## config.mk

```make
export PLATFORM = sky130hd
export DESIGN_NAME = multi_delay_timer
export DESIGN_NICKNAME = d
export VERILOG_FILES = /design/src/rtl/multi_delay_timer.sv
export SDC_FILE = /design/constraint.sdc
export NUM_CORES = 1
export LEC_CHECK = 0
export CAP_MARGIN = 0
export CORE_MARGIN = 1.5
export CORE_UTILIZATION = 58
export CTS_CLUSTER_SIZE = 20
export DETAILED_ROUTE_END_ITERATION = 10
export MAX_ROUTING_LAYER = met4
export PLACE_DENSITY = 0.82
export SYNTH_ARGS = -nofsm -noshare
export SYNTH_HDL_FRONTEND = slang
export SYNTH_SLANG_ARGS = --single-unit
```

## constraint.sdc

```tcl
create_clock -name clk -period 8.7 [get_ports clk]
set_input_delay 1.305 -clock clk [delete_from_list [all_inputs] [get_ports clk]]
set_output_delay 1.305 -clock clk [all_outputs]
set_load 0.02 [all_outputs]
```

## src/rtl/multi_delay_timer.sv

```systemverilog
// ---------------------------------------------------------------------------
// multi_delay_timer
//
// NUM_CH independent programmable delay / pulse timers. Each channel has its
// own asynchronous trigger, which is synchronised and edge-detected. Every
// accepted trigger edge latches that channel's mode, delay and pulse settings.
// The channel then drives an active-low registered output, either at once or
// after a counted number of cycles.
//
// Modes (per channel):
//   00 one-shot         rise -> low now, high again after pulse_val cycles
//   01 delayed operate  rise -> low after delay_val; fall -> high (abort)
//   10 delayed release  rise -> low now; fall -> high after delay_val
//   11 dual delay       both edges take effect after delay_val
//
// Build option:
//   MULTI_DELAY_TIMER_RETRIG_EN - when defined, a rise during a mode-00
//   pulse restarts the pulse with a freshly latched pulse_val. When it is
//   undefined, that rise is ignored and nothing is re-latched.
//
// Ports:
//   clk          system clock
//   rst          asynchronous, active-high reset
//   trigger_in   [NUM_CH]            asynchronous trigger per channel
//   ch_enable    [NUM_CH]            synchronous level enable per channel
//   mode         [2*NUM_CH]          2-bit mode per channel
//   delay_val    [NUM_CH*CNT_WIDTH]  delay in cycles per channel
//   pulse_val    [NUM_CH*CNT_WIDTH]  one-shot width in cycles per channel
//   delay_out_n  [NUM_CH]            registered active-low output
//   busy         [NUM_CH]            registered, 1 while counting
//
// Channel FSM:
//   state | meaning
//   IDLE  | not counting, output holds its value
//   COUNT | counter runs 0..target; the pending level is applied at target
// ---------------------------------------------------------------------------
module multi_delay_timer #(
    parameter int NUM_CH    = 4,
    parameter int CNT_WIDTH = 16
) (
    input  logic                          clk,
    input  logic                          rst,
    input  logic [NUM_CH-1:0]             trigger_in,
    input  logic [NUM_CH-1:0]             ch_enable,
    input  logic [2*NUM_CH-1:0]           mode,
    input  logic [NUM_CH*CNT_WIDTH-1:0]   delay_val,
    input  logic [NUM_CH*CNT_WIDTH-1:0]   pulse_val,
    output logic [NUM_CH-1:0]             delay_out_n,
    output logic [NUM_CH-1:0]             busy
);

`ifdef MULTI_DELAY_TIMER_RETRIG_EN
    localparam bit RETRIG = 1'b1;
`else
    localparam bit RETRIG = 1'b0;
`endif

    typedef enum logic {
        IDLE  = 1'b0,
        COUNT = 1'b1
    } ch_state_t;

    for (genvar i = 0; i < NUM_CH; i++) begin : g_ch
        logic [2:0]           sync_q;
        logic                 rise;
        logic                 fall;
        ch_state_t            state_q;
        ch_state_t            state_d;
        logic [CNT_WIDTH-1:0] cnt_q;
        logic [CNT_WIDTH-1:0] cnt_d;
        logic                 out_q;
        logic                 out_d;
        logic                 pend_q;
        logic                 pend_d;
        logic                 busy_q;
        logic [1:0]           mode_q;
        logic [CNT_WIDTH-1:0] delay_q;
        logic [CNT_WIDTH-1:0] pulse_q;
        logic                 latch_cfg;
        logic                 handled;
        logic [1:0]           new_mode;
        logic [CNT_WIDTH-1:0] tgt_val;
        logic [CNT_WIDTH-1:0] tgt;

        // sync_q[0..1] form the synchroniser, sync_q[2] is the edge-detect delay.
        assign rise     = sync_q[1] & ~sync_q[2];
        assign fall     = ~sync_q[1] & sync_q[2];
        assign new_mode = mode[2*i +: 2];

        // Only mode 00 counts pulse width; a programmed 0 behaves as 1.
        assign tgt_val = (mode_q == 2'b00) ? pulse_q : delay_q;
        assign tgt     = (tgt_val == '0) ? '0 : tgt_val - CNT_WIDTH'(1);

        always_ff @(posedge clk or posedge rst) begin
            if (rst) begin
                sync_q <= '0;
            end else begin
                sync_q <= {sync_q[1:0], trigger_in[i]};
            end
        end

        always_ff @(posedge clk or posedge rst) begin
            if (rst) begin
                state_q <= IDLE;
                cnt_q   <= '0;
                out_q   <= 1'b1;
                pend_q  <= 1'b1;
                busy_q  <= 1'b0;
                mode_q  <= '0;
                delay_q <= '0;
                pulse_q <= '0;
            end else begin
                state_q <= state_d;
                cnt_q   <= cnt_d;
                out_q   <= out_d;
                pend_q  <= pend_d;
                busy_q  <= (state_d == COUNT);
                if (latch_cfg) begin
                    mode_q  <= new_mode;
                    delay_q <= delay_val[i*CNT_WIDTH +: CNT_WIDTH];
                    pulse_q <= pulse_val[i*CNT_WIDTH +: CNT_WIDTH];
                end
            end
        end

        always_comb begin
            state_d   = state_q;
            cnt_d     = cnt_q;
            out_d     = out_q;
            pend_d    = pend_q;
            latch_cfg = 1'b0;
            handled   = 1'b0;

            if (!ch_enable[i]) begin
                state_d = IDLE;
                cnt_d   = '0;
                out_d   = 1'b1;
            end else begin
                // The mode being latched by this event decides how it is handled.
                if (rise || fall) begin
                    case (new_mode)
                        2'b00: begin
                            if (rise) begin
                                if (state_q == IDLE || RETRIG) begin
                                    latch_cfg = 1'b1;
                                    handled   = 1'b1;
                                    out_d     = 1'b0;
                                    state_d   = COUNT;
                                    cnt_d     = '0;
                                    pend_d    = 1'b1;
                                end
                            end else begin
                                // A fall has no action in one-shot mode; the
                                // running pulse (if any) carries on.
                                latch_cfg = 1'b1;
                            end
                        end
                        2'b01: begin
                            latch_cfg = 1'b1;
                            handled   = 1'b1;
                            cnt_d     = '0;
                            if (rise) begin
                                state_d = COUNT;
                                pend_d  = 1'b0;
                            end else begin
                                state_d = IDLE;
                                out_d   = 1'b1;
                            end
                        end
                        2'b10: begin
                            latch_cfg = 1'b1;
                            handled   = 1'b1;
                            cnt_d     = '0;
                            if (rise) begin
                                state_d = IDLE;
                                out_d   = 1'b0;
                            end else begin
                                state_d = COUNT;
                                pend_d  = 1'b1;
                            end
                        end
                        2'b11: begin
                            latch_cfg = 1'b1;
                            handled   = 1'b1;
                            cnt_d     = '0;
                            state_d   = COUNT;
                            pend_d    = fall;
                        end
                    endcase
                end

                if (!handled && state_q == COUNT) begin
                    if (cnt_q == tgt) begin
                        state_d = IDLE;
                        cnt_d   = '0;
                        out_d   = pend_q;
                    end else begin
                        cnt_d = cnt_q + CNT_WIDTH'(1);
                    end
                end
            end
        end

        assign delay_out_n[i] = out_q;
        assign busy[i]        = busy_q;
    end

endmodule

```

==> results of run 1 <==
sequential cells by signal (all words and copies together), names as in the netlist:
register,flops
g_ch.cnt_q,64
g_ch.delay_q,64
g_ch.pulse_q,64
g_ch.sync_q,12
g_ch.mode_q,8
g_ch.busy_q,4
g_ch.out_q,4
g_ch.pend_q,4
layout make-up:
| class | instances | share of cell area, % |
|---|---|---|
| clock buffers | 36 | 4.283 |
| inverters | 52 | 1.211 |
| flip-flops and latches | 224 | 33.54 |
| repair buffers | 161 | 9.507 |
| well taps | 324 | 2.422 |
| clock inverters | 8 | 0.5381 |
| multi-input cells | 1119 | 48.50 |
cells by family after synthesis:
group           count (synthesis)
fa+ha+maj                      20
flops                         224
mux                           211
compound gates                266
simple gates                  549
buf+inv                       143
xor+xnor                       73
report_power, final:
| group | internal (µW) | total (µW) | switching, µW |
|---|---|---|---|
| registers | 1180 | 1360 | 178 |
| logic | 471 | 954 | 483 |
| clock network | 627 | 1040 | 414 |
| total | 2280 | 3360 | 1070 |
routing by layer:
metal / vias to the layer above / wire (µm)
met4: 0 / 652
met2: 335 / 16500
li1: 5684 / -
met1: 5795 / 15490
met3: 48 / 1612
met5: - / 0
worst max-delay path: cells and delay by family, from the launching register on:
| family | cells | cell delay (ns) |
|---|---|---|
| AOI/OAI and AO/OA | 3 | 0.73 |
| adders and majority gates | 1 | 0.25 |
| DFF | 1 | 0.50 |
| muxes | 2 | 0.82 |
| and+or+nand+nor | 6 | 2.99 |
worst paths after layout:
check                                   from                  end  slack, ns  depth (start not counted)
setup / recovery           g_ch[2].mode_q[0]     g_ch[2].cnt_q[7]       3.23                         12
hold / removal             g_ch[1].sync_q[0]    g_ch[1].sync_q[1]       0.35                          0
setup reg to reg           g_ch[2].mode_q[0]     g_ch[2].cnt_q[7]       3.23                         12
hold reg to reg            g_ch[1].sync_q[0]    g_ch[1].sync_q[1]       0.35                          0
max in group asynchronous                rst  g_ch[2].pulse_q[12]       5.77                          3
min in group asynchronous                rst    g_ch[3].sync_q[0]       1.38                          2
cells in the mapped netlist, types with 10 or more instances:
library cell / n / area (µm²)
dfrtp_1: 216 / 5405
mux2_2: 143 / 1610
nor2_1: 128 / 480.5
nand2_1: 103 / 386.6
mux2i_1: 67 / 670.6
clkbuf_1: 60 / 225.2
o21ai_0: 52 / 260.3
inv_1: 51 / 191.4
nand3_1: 45 / 225.2
a21oi_1: 44 / 220.2
xnor2_1: 44 / 385.4
nor4_1: 42 / 262.8
nor3_1: 40 / 200.2
nand4_1: 36 / 225.2
a31oi_1: 34 / 212.7
or3_1: 32 / 200.2
xor2_1: 25 / 219.0
ha_1: 20 / 250.2
or4_1: 15 / 112.6
buf_4: 14 / 105.1
and3_1: 13 / 81.33
buf_2: 13 / 65.06
nand2b_1: 13 / 81.33
o31ai_1: 12 / 90.09
a211o_1: 11 / 96.34
o22ai_1: 10 / 62.56
o311ai_0: 10 / 87.58
or2_2: 10 / 62.56
stage by stage:
step	hold WS, ns	util (%)	setup slack [ns]	cell area (µm²)
6_report	0.3472	69.04	3.232	16740
5_1_grt	0.3598	69.04	2.849	16740
4_1_cts	0.3475	69.04	3.353	16740
3_5_place_dp	0.3347	65.71	3.359	15930
3_3_place_gp	0.3318	65.71	3.700	15930
2_1_floorplan	0.3312	-	1.274	14300
==> reports/qor.csv, run 1 <==
stage,metric,value,unit
placed_design,Placed Instances,1880,
grt,first-pass GRT wire length,58.37,mm
synthesis,compound-gate portion of the synthesized area,13.20,%
synthesis,Syn Nets,1652,
worst_setup_path,CP max FO,23,
sta,Fmax achieved,182.9,MHz
run_status,status,completed,
power_and_ir_drop,VDD IR max,0.0001725,V
cells_and_area,multi-input logic area,8119,µm²
min_path,HP Class,flip-flop to flip-flop,
placed_design,post-DP HPWL,25.07,mm
placed_design,input/output buffers,153,
detailed_routing,drt pass-1 iters,5,
clock_tree,Post-CTS Hold Fix Bufs,0,
sta,clock skew,0.009709,ns
grt,met2 Track Usage GR,45.69,%
power_and_ir_drop,Tot Pwr,3356,µW
sta,worst-margin pin slew,1.124,ns
detailed_routing,DRC errors left,0,
clock_tree,CTS Root Cell,clkbuf_16,
sta,RSZ-0062 raised after global routing,no,
clock_tree,Max clock buf depth,3,
synthesis,Yosys warnings,0,
placed_design,gpl congestion,0.9601,
grt,initial antenna violation count,0,
run,max-capacitance violation count,0,
cells_and_area,layout cell share with drive strength beyond 1,14.75,%
sta,min cycle time layout,5.468,ns
synthesis,adder-cell share of the synthesized area,1.750,%
synthesis,asr flop ratio synth,100.0,%
worst_setup_path,"Slowest-stage cell, CP",or2_1,
cells_and_area,Final nets,1749,
detailed_routing,mean routed wirelength per cell,17.80,µm
sta,Final Cycle Share,62.85,%
grt,GRT Max-Usage Layer,met2,
die,die area,25610,µm²
synthesis,sequential-to-total area share from yosys stat,39.27,%
cells_and_area,FF+latch area,5615,µm²
clock_tree,setup bufs post-CTS,0,
worst_setup_path,Worst setup EP type,flip-flop,
sta,"Hold Violations, Final",0,
power_and_ir_drop,Pwr Density,200.5,nW/µm²
worst_setup_path,CP peak stage delay,0.84,ns
die,initial core utilization,58.97,%
cells_and_area,Diodes inserted,0,
detailed_routing,Routed WL,34.25,mm
synthesis,Synth Cell Area,14300,µm²
detailed_routing,post-route ant nets,0,
synthesis,syn avg cell area,9.623,µm²
clock_tree,CTS tree,done,
grt,largest net degree at the start of global routing,147,
detailed_routing,number of DRC markers in iteration 0,876,
clock_tree,CTS buffer count,25,
cells_and_area,number of fill cells,1912,
grt,M3 GR Usage,3.377,%
cells_and_area,growth of design area from synthesis to finish,17.07,%
detailed_routing,Vias per Instance,6.165,
synthesis,Synth Area in XOR/XNOR,4.874,%
sta,final setup violation count,0,
clock_tree,Clock Latency Late Sink,0.52,ns
clock_tree,"Clk pin slew, worst setup/hold paths",0.06,ns
cells_and_area,most frequent cells in the layout,"dfrtp_1 (216), clkdlybuf4s50_1 (153), mux2_2 (143)",
worst_setup_path,Worst Path Required,9.06,ns
synthesis,cell count after synthesis,1486,
clock_tree,Clock Sinks,224,
die,core area,24250,µm²
grt,remaining global-route overflow,0,
cells_and_area,fin cells,1924,
sta,Slew Limit Fails,0,
grt,vias in the first global route,11659,
worst_setup_path,CP arrival,5.83,ns
die,chip height,160.0,µm
synthesis,"Primary FF master, synth",dfrtp_1,
die,Die W,160.0,µm
synthesis,simple-gate share of the synthesized area,20.48,%
synthesis,main combinational cell family by area after synthesis,simple AND/OR/NAND/NOR gates,
cells_and_area,"most common cell after layout, fill and taps aside",dfrtp_1,
power_and_ir_drop,Leak,0.006608,µW
sta,Max-slew headroom,25.04,%
worst_setup_path,Setup Crit Path Kind,flip-flop to flip-flop,
worst_setup_path,crit-path most repeated cell,nand4_1,
synthesis,Post-synth EDFFs,0,
die,IO Pins,154,
sta,setup TNS,0,ns
synthesis,post-synthesis mux area share,16.03,%
grt,All-Layer GR Usage,28.05,%
detailed_routing,vias,11862,
synthesis,post-synth cell types,94,
worst_setup_path,Worst Setup Start Kind,flip-flop,
clock_tree,PostCTS Resize Cnt,0,
die,Rows,57,
grt,M1 GR Usage,37.73,%
worst_setup_path,worst-path cell chain,"or2_1, mux2i_1, ha_1, nand4_1, a21boi_0, and2_1, a21oi_1, mux2_2, nor4_1, nand4_1, nand2_1, o311ai_0",
clock_tree,# H-tree levels,1,
synthesis,register bit total from synthesis,224,
Note: power is estimated with default switching activity, not from simulation.
==> inputs of run 2 (changes only) <==
Settings changed: CORE_UTILIZATION 58 to 52, PLACE_DENSITY 0.82 to 0.77.
Clock period 8.7 ns to 4.8 ns, I/O delays scaled along.
==> reports/qor.csv, run 2 (synthesized netlist as in run 1, its figures left out) <==
stage,metric,value,unit,change
run_status,status,completed,,
sta,Fmax achieved,228.8,MHz,+25%
power_and_ir_drop,Tot Pwr,6194,µW,+85%
placed_design,pre-CTS setup slack,0.4590,ns,-2.900 ns
cells_and_area,biggest regs,"g_ch.cnt_q x64, g_ch.delay_q x64, g_ch.pulse_q x64",,
die,die area,28500,µm²,+11%
sta,Max-slew headroom,24.51,%,-0.53 points
cells_and_area,Final nets,1761,,+0.69%
grt,initial antenna violation count,0,,unchanged
sta,Slew Limit Fails,0,,unchanged
clock_tree,PostCTS Resize Cnt,0,,unchanged
cells_and_area,"most common cell after layout, fill and taps aside",dfrtp_1,,
grt,remaining global-route overflow,0,,unchanged
worst_setup_path,Worst Setup Start Kind,flip-flop,,
clock_tree,# H-tree levels,1,,unchanged
grt,first-pass GRT wire length,58.79,mm,+0.73%
worst_setup_path,Worst setup EP type,flip-flop,,
worst_setup_path,CP arrival,4.75,ns,-1.08 ns
worst_setup_path,CP peak stage delay,0.46,ns,-0.38 ns
die,chip height,168.8,µm,+5.5%
cells_and_area,Diodes inserted,0,,unchanged
worst_setup_path,crit path buf inv count,0,,unchanged
power_and_ir_drop,VDD IR max,0.0002811,V,+63%
worst_setup_path,Setup Crit Path Kind,flip-flop to flip-flop,,
clock_tree,Max clock buf depth,3,,unchanged
worst_setup_path,CP max FO,13,,-43%
clock_tree,Post-CTS Hold Fix Bufs,0,,unchanged
detailed_routing,Vias per Instance,6.158,,-0.12%
detailed_routing,number of DRC markers in iteration 0,733,,-16%
clock_tree,CTS buffer count,25,,unchanged
sta,Final Cycle Share,91.05,%,+28 points
clock_tree,CTS tree,done,,
grt,All-Layer GR Usage,25.49,%,-2.6 points
detailed_routing,Routed WL,34.70,mm,+1.3%
power_and_ir_drop,NetSw,1972,µW,+84%
grt,vias in the first global route,11818,,+1.4%
die,IO Pins,154,,unchanged
die,initial core utilization,53.06,%,-5.9 points
detailed_routing,mean routed wirelength per cell,17.76,µm,-0.25%
detailed_routing,DRC errors left,0,,unchanged
detailed_routing,drt pass-1 iters,5,,unchanged
clock_tree,Clock Sinks,224,,unchanged
detailed_routing,post-route ant nets,0,,unchanged
power_and_ir_drop,Clk network pwr share,32.0,%,+1.0 points
min_path,HP Class,flip-flop to flip-flop,,
power_and_ir_drop,Sw Share,31.84,%,-0.17 points
sta,clock skew,0.01507,ns,+0.005359 ns
power_and_ir_drop,Pwr Density,366.2,nW/µm²,+83%
worst_setup_path,"Slowest-stage cell, CP",or4b_1,,
clock_tree,"Clk pin slew, worst setup/hold paths",0.06,ns,about the same
sta,setup TNS,0,ns,unchanged
power_and_ir_drop,Leak,0.006680,µW,+1.1%
cells_and_area,layout cell share with drive strength beyond 1,15.56,%,+0.81 points
worst_setup_path,worst-path cell chain,"or2_1, mux2i_1, ha_1, or4b_1, or3_1, a21oi_1, and2_1, nor2_1, mux2_2, nor4_2, o2111ai_2, nand2_1, o311ai_0",,
worst_setup_path,Worst Path Required,5.18,ns,-3.88 ns
placed_design,gpl congestion,0.9091,,-5.3%
run,max-capacitance violation count,0,,unchanged
sta,worst-margin pin slew,1.132,ns,+0.007959 ns
sta,final setup violation count,0,,unchanged
sta,RSZ-0062 raised after global routing,no,,
clock_tree,setup bufs post-CTS,0,,unchanged
clock_tree,Clock Latency Late Sink,0.53,ns,about the same
worst_setup_path,critical path's top delay family,simple AND/OR/NAND/NOR gates,,
grt,largest net degree at the start of global routing,136,,-7.5%
placed_design,input/output buffers,153,,unchanged
cells_and_area,number of fill cells,2235,,+17%
sta,min cycle time layout,4.371,ns,-1.097 ns
power_and_ir_drop,combinational share of power,28.4,%,about the same
die,Rows,60,,+5.3%
die,core area,26950,µm²,+11%
sta,"Hold Violations, Final",0,,unchanged
cells_and_area,growth of design area from synthesis to finish,18.26,%,
power_and_ir_drop,Internal,4221,µW,+85%
placed_design,post-DP HPWL,25.33,mm,+1.1%
cells_and_area,most frequent cells in the layout,"dfrtp_1 (216), clkdlybuf4s50_1 (153), mux2_2 (143)",,
sta,Final Worst Setup Slack,0.4294,ns,-2.803 ns
die,Die W,168.8,µm,+5.5%
detailed_routing,vias,12032,,+1.4%
power_and_ir_drop,Seq pwr share,39.6,%,-1.0 points
clock_tree,CTS Root Cell,clkbuf_16,,
## run 2: final cells by class
class | instances | area [µm²] | share of cell area (%)
sequential | 224 | 5615 | 33.21
clock buffer | 35 | 723.2 | 4.276
multi-input combinational | 1119 | 8119 | 48.01
timing repair buffer | 173 | 1694 | 10.02
clock inverter | 10 | 133.9 | 0.7917
inverter | 52 | 198.9 | 1.176
tap | 341 | 426.7 | 2.523
## run 2: layer usage
metal  vias up  wire length [µm]  global-route usage, %
met5         -                 0                      -
met4         0               766                  5.707
met3        55              1481                  3.203
met2       299             16800                  42.01
met1      5940             15650                  33.75
li1       5738                 -                      -
## run 2: final timing paths
kind | startpoint | to | slack (ns) | depth (start not counted)
max in group asynchronous | rst | g_ch[2].pulse_q[11] | 3.24 | 3
hold / removal | g_ch[3].sync_q[0] | g_ch[3].sync_q[1] | 0.35 | 0
setup reg to reg | g_ch[0].mode_q[1] | g_ch[0].cnt_q[12] | 0.43 | 13
setup / recovery | g_ch[0].mode_q[1] | g_ch[0].cnt_q[12] | 0.43 | 13
min in group asynchronous | rst | g_ch[3].cnt_q[9] | 0.51 | 2
hold reg to reg | g_ch[3].sync_q[0] | g_ch[3].sync_q[1] | 0.35 | 0
## run 2: per-stage QoR
stage	cell area [µm²]	util (%)	instances	hold WS, ns
finish	16910	62.75	1954	0.3500
global route	16910	62.75	1954	0.3560
CTS	16910	62.75	1954	0.3538
detailed placement	16050	59.57	1909	0.3365
global placement	16050	59.57	1909	0.3317
floorplan	14300	-	1486	0.3312
## run 2: power groups by stage
stage / clock network (µW) / logic [µW] / registers [µW]
2_1_floorplan: 0 / 1370 / 2350
3_3_place_gp: 0 / 1690 / 2460
3_5_place_dp: 0 / 1740 / 2480
4_1_cts: 2030 / 1750 / 2450
5_1_grt: 2110 / 1940 / 2490
6_report: 1980 / 1760 / 2450
